==> config.mk <==
export PLATFORM = sky130hd
export DESIGN_NAME = johnson_cntr_param
export DESIGN_NICKNAME = d
export VERILOG_FILES = /design/src/rtl/johnson_cntr_param.sv
export SDC_FILE = /design/constraint.sdc
export NUM_CORES = 1
export LEC_CHECK = 0
export BUFFER_PORTS_ARGS = -buffer_cell sky130_fd_sc_hd__buf_2
export CAP_MARGIN = 30
export CORE_MARGIN = 2
export CORE_UTILIZATION = 35
export DETAILED_ROUTE_END_ITERATION = 8
export MAX_ROUTING_LAYER = met4
export PLACE_DENSITY = 0.59
export SLEW_MARGIN = 10
export SYNTH_ARGS = -nofsm -noshare
export SYNTH_HDL_FRONTEND = slang
export SYNTH_SLANG_ARGS = --single-unit
==> constraint.sdc <==
create_clock -name clk -period 4.31 [get_ports clk]
set_input_delay 0.862 -clock clk [delete_from_list [all_inputs] [get_ports clk]]
set_output_delay 0.862 -clock clk [all_outputs]
set_load 0.1 [all_outputs]
==> src/rtl/johnson_cntr_param.sv <==
// Parametrised N-bit Johnson counter with up/down stepping, index load,
// binary/one-hot decode, registered wrap pulse and illegal-state recovery.
module johnson_cntr_param #(
  parameter int N = 4,
  parameter int RESET_IDX = 0,
  localparam int IW = $clog2(2*N)
) (
  input  logic          clk,
  input  logic          rstn,
  input  logic          en,
  input  logic          dir,
  input  logic          load,
  input  logic [IW-1:0] load_idx,
  output logic [N-1:0]  state,
  output logic [IW-1:0] idx,
  output logic [2*N-1:0] dec,
  output logic          wrap,
  output logic          err
);

  // Index k fills the top k bits with ones; past N the ones drain from the top.
  function automatic logic [N-1:0] code_f(input int k);
    logic [N-1:0] c;
    c = '0;
    for (int i = 0; i < N; i++) begin
      if (k <= N) begin
        c[N-1-i] = (i < k);
      end else begin
        c[N-1-i] = (i >= k - N);
      end
    end
    return c;
  endfunction

  function automatic logic legal_f(input logic [N-1:0] s);
    int t;
    t = 0;
    for (int i = 0; i < N-1; i++) begin
      if (s[i] != s[i+1]) begin
        t++;
      end else begin
        t = t;
      end
    end
    return (t <= 1);
  endfunction

  // Valid only for legal codes: leading one means filling, leading zero means draining.
  function automatic logic [IW-1:0] index_f(input logic [N-1:0] s);
    int ones;
    ones = 0;
    for (int i = 0; i < N; i++) begin
      if (s[i]) begin
        ones++;
      end else begin
        ones = ones;
      end
    end
    if (s[N-1]) begin
      return IW'(ones);
    end else if (ones == 0) begin
      return '0;
    end else begin
      return IW'(2*N - ones);
    end
  endfunction

  localparam logic [N-1:0] RESET_CODE = code_f(RESET_IDX);

  logic [N-1:0]   state_r;
  logic           wrap_r;
  logic           err_r;
  logic [N-1:0]   state_nxt_s;
  logic           wrap_nxt_s;
  logic           err_nxt_s;
  logic           legal_s;
  logic           ld_ok_s;
  logic [IW-1:0]  idx_s;
  logic [2*N-1:0] dec_s;

  // Decode of the current state; illegal states report index 0 with no decode bit.
  always_comb begin
    legal_s = legal_f(state_r);
    idx_s   = '0;
    dec_s   = '0;
    if (legal_s) begin
      idx_s        = index_f(state_r);
      dec_s[idx_s] = 1'b1;
    end else begin
      idx_s = '0;
      dec_s = '0;
    end
  end

  // Next-state selection: load, then recovery, then step, then hold.
  always_comb begin
    state_nxt_s = state_r;
    wrap_nxt_s  = 1'b0;
    err_nxt_s   = err_r;
    ld_ok_s     = (int'(load_idx) < 2*N);
    if (load) begin
      if (ld_ok_s) begin
        state_nxt_s = code_f(int'(load_idx));
        err_nxt_s   = 1'b0;
      end else begin
        state_nxt_s = code_f(0);
        err_nxt_s   = 1'b1;
      end
    end else if (!legal_s) begin
      state_nxt_s = code_f(0);
      err_nxt_s   = 1'b1;
    end else if (en) begin
      if (dir) begin
        state_nxt_s = {~state_r[0], state_r[N-1:1]};
        wrap_nxt_s  = (idx_s == IW'(2*N-1));
      end else begin
        state_nxt_s = {state_r[N-2:0], ~state_r[N-1]};
        wrap_nxt_s  = (idx_s == IW'(0));
      end
    end else begin
      state_nxt_s = state_r;
      wrap_nxt_s  = 1'b0;
    end
  end

  // State, wrap and error registers.
  always_ff @(posedge clk or negedge rstn) begin
    if (!rstn) begin
      state_r <= RESET_CODE;
      wrap_r  <= 1'b0;
      err_r   <= 1'b0;
    end else begin
      state_r <= state_nxt_s;
      wrap_r  <= wrap_nxt_s;
      err_r   <= err_nxt_s;
    end
  end

  assign state = state_r;
  assign idx   = idx_s;
  assign dec   = dec_s;
  assign wrap  = wrap_r;
  assign err   = err_r;

endmodule

==> summary.md <==
| Metric | Value |
|---|---|
| Outcome | `complete, no violations` |
| CTS max path bufs | `2` |
| Clk_lat worst skew | `0.24 ns` |
| Die Width | `48.9 um` |
| Max incr delay on CP | `0.40 ns` |
| Final slew viol count | `0` |
| CTS sink count | `6` |
| Vias in the first global route | `619` |
| DRT antenna net count | `0` |
| DIE AREA | `0.00239 mm^2` |
| Vias/cell | `4.80` |
| Root buf cell | `clkbuf_4` |
| Io pins | `25` |
| Post-Synthesis Cell Area | `704 um^2` |
| Largest net degree at the start of global routing | `11` |
| Antenna violations before repair | `0` |
| RD Place Congestion | `0.785` |
| Post-CTS Hold Buffers | `0` |
| Syn_nets | `104` |
| Remaining DRCs | `0` |
| CP Class | `flip-flop to output port` |
| Endpoints failing setup | `0` |
| Clk slew on worst S/H paths | `0.05 ns` |
| Yosys reg bits | `6` |
| H-tree Lvls | `1` |
| Actual slew at the worst max-slew pin | `0.830 ns` |
| Final Cycle Share | `94.9%` |
| Req. time, crit path | `3.45 ns` |
| Number of diodes | `0` |
| CP Capture Type | `output port` |
| CTS tree | `built` |
| Nets | `131` |
| Relative slew slack | `44.7%` |
| DR WL/cell | `10.5 um` |
| Fin. Hold Viols | `0` |
| Share of cells above drive strength 1 | `40.9%` |
| Initial Util | `36.7%` |
| Cell Rows | `16` |
| Port buffer count | `24` |
| Fmax achieved | `245 MHz` |
| Distinct cells, synth | `28` |
| Max-Cap Viols | `0` |
| Detailed placement HPWL | `1.23 mm` |
| CP max FO | `6` |
| Register area share after synthesis | `21.3%` |
| RSZ-0062 raised after global routing | `false` |
| Critical-path top delay cell | `dfrtp_2` |
| Worst Hold Slack | `0.435 ns` |
| Layout fillers | `205` |
| Drt pass-1 iters | `4` |
| Worst Setup Start Kind | `flip-flop` |
| Critical Path AT | `3.23 ns` |
| Type of the most critical hold path | `primary input to asynchronous set/reset pin` |
| Layout area overhead | `35.3%` |
| Cell Chain, Critical Path | `inv_1 -> ha_1 -> xor2_1 -> ha_1 -> mux2i_1 -> ha_1 -> nor2_1 -> a21oi_1 -> xor2_2 -> nand2_1 -> nor2_4 -> clkbuf_4` |
| GRT Util Overall | `14.6%` |
| Wirelength, routed | `1.49 mm` |
| Synth warn | `0` |
| Core Box Area | `0.00192 mm^2` |
| Clock Skew | `0.00147 ns` |
| Cell mode on critical path | `ha_1` |
| Placed instance count | `137` |
| Initial DRC Count | `8` |
| Total grt overflow | `0` |
| First-pass GRT wire length | `2.74 mm` |
| Die Span Y | `48.9 um` |
| Syn Inst Count | `90` |
| Minimum clock period | `4.09 ns` |
| Vias after detailed routing | `682` |
| Cts bufs inserted | `3` |
| Avg Cell Area, Syn | `7.83 um^2` |
| Layout Cells excl Fill | `142` |
[cell families after synthesis]
family | Yosys count | share of synthesized area, %
buffers and inverters | 11 | 7.46
XOR/XNOR | 8 | 12.6
flip-flops | 6 | 21.3
adder cells (fa/ha/maj) | 6 | 10.7
AO/OA/AOI/OAI | 18 | 17.8
multiplexers | 5 | 7.28
AND/OR/NAND/NOR | 36 | 22.9
[worst max-delay path, delay by kind of cell (launching register included)]
kind,cells,cell delay (ns)
AND/OR/NAND/NOR,3,0.33
multiplexers,1,0.16
buffers and inverters,2,0.40
AO/OA/AOI/OAI,1,0.32
adder cells (fa/ha/maj),3,0.86
XOR/XNOR,2,0.50
flip-flops,1,0.40
[area by class of cell]
| cell class | count | area, um^2 | area share, % |
|---|---|---|---|
| clock buffer | 3 | 22.5 | 2.36 |
| inverter | 6 | 22.5 | 2.36 |
| timing repair buffer | 27 | 153 | 16.0 |
| tap | 27 | 33.8 | 3.54 |
| sequential | 6 | 153 | 16.0 |
| multi-input combinational | 73 | 569 | 59.7 |
[stage by stage]
| step | utilization [%] | area (um^2) | setup WS [ns] | TNS (ns) |
|---|---|---|---|---|
| after global routing | 49.6 | 953 | 0.0324 | 0 |
| after global placement | 47.1 | 906 | 0.355 | 0 |
| after floorplan | - | 774 | -0.0723 | -0.208 |
| after detailed placement | 47.1 | 906 | 0.253 | 0 |
| after CTS | 48.7 | 936 | 0.00407 | 0 |
| final | 49.6 | 953 | 0.220 | 0 |
[timing repair]
action | 4_1_cts | 5_1_grt
gates resized for setup | 3 | 1
setup endpoints to repair | 3 | 4
gates cloned | 0 | 0
pin swaps | 0 | 1
buffers inserted | 0 | 2
[metal layers]
layer	share of wire (%)	track usage, %	up-vias
li1	-	-	367
met1	51	20.7	303
met2	46	21.7	12
met3	2.6	1.84	0
met4	0	4.29	0
met5	0	-	-
[Yosys cell counts]
library cell,number,area (um^2)
o31ai_1,4,30.0
o211ai_1,3,22.5
nand2_1,12,45.0
a32oi_1,1,8.76
nor3_1,3,15.0
nor3b_1,1,7.51
xor2_1,4,35.0
or3_1,1,6.26
xnor2_4,1,27.5
buf_6,1,11.3
nor2_2,1,6.26
o21a_1,1,7.51
dfrtp_1,6,150
a32oi_2,1,16.3
nor4b_2,1,15.0
clkbuf_1,1,3.75
ha_1,6,75.1
inv_1,6,22.5
mux2i_1,4,40.0
buf_1,2,7.51
o21ai_1,1,5.00
mux2_2,1,11.3
xnor2_1,3,26.3
buf_4,1,7.51
nor2_1,15,56.3
o21ai_0,5,25.0
a21oi_1,2,10.0
nand3_1,2,10.0
[state kept, by name, summed over array words and instances, names as in the netlist]
register	flops
err	1
wrap	1
state	4
[placed cells by master, fill, tap and decap left out]
master,synthesis,final
buf_2,0,20
nand2_1,12,12
nor2_1,15,8
inv_1,6,6
ha_1,6,6
buf_4,1,6
o21ai_0,5,5
nor2_2,1,4
mux2i_1,4,4
nor2_4,0,4
o31ai_1,4,4
clkbuf_4,0,4
dfrtp_1,6,4
xor2_1,4,3
xnor2_1,3,3
o211ai_1,3,3
nand3_1,2,2
a21oi_1,2,2
nor3_4,0,2
dfrtp_2,0,2
xnor2_4,1,1
a32oi_2,1,1
a32oi_1,1,1
o21ai_1,1,1
xor2_2,0,1
mux2_2,1,1
nor4b_2,1,1
nor3_1,3,1
nor3b_1,1,1
o21a_1,1,1
or3_1,1,1
[path summary, 6_finish.rpt]
kind | startpoint | endpoint | slack, ns | cells past startpoint
max | state[1] | dec[5] | 0.22 | 12
min | rstn | wrap | 0.44 | 1
max reg2reg | state[1] | wrap | 1.45 | 12
min reg2reg | err | err | 0.49 | 2
max in group asynchronous | rstn | state[0] | 3.72 | 1
min in group clk | err | err | 0.49 | 2
Power is not shown: default switching activity piles up to over one toggle a cycle in this logic, so the estimate is an artifact.
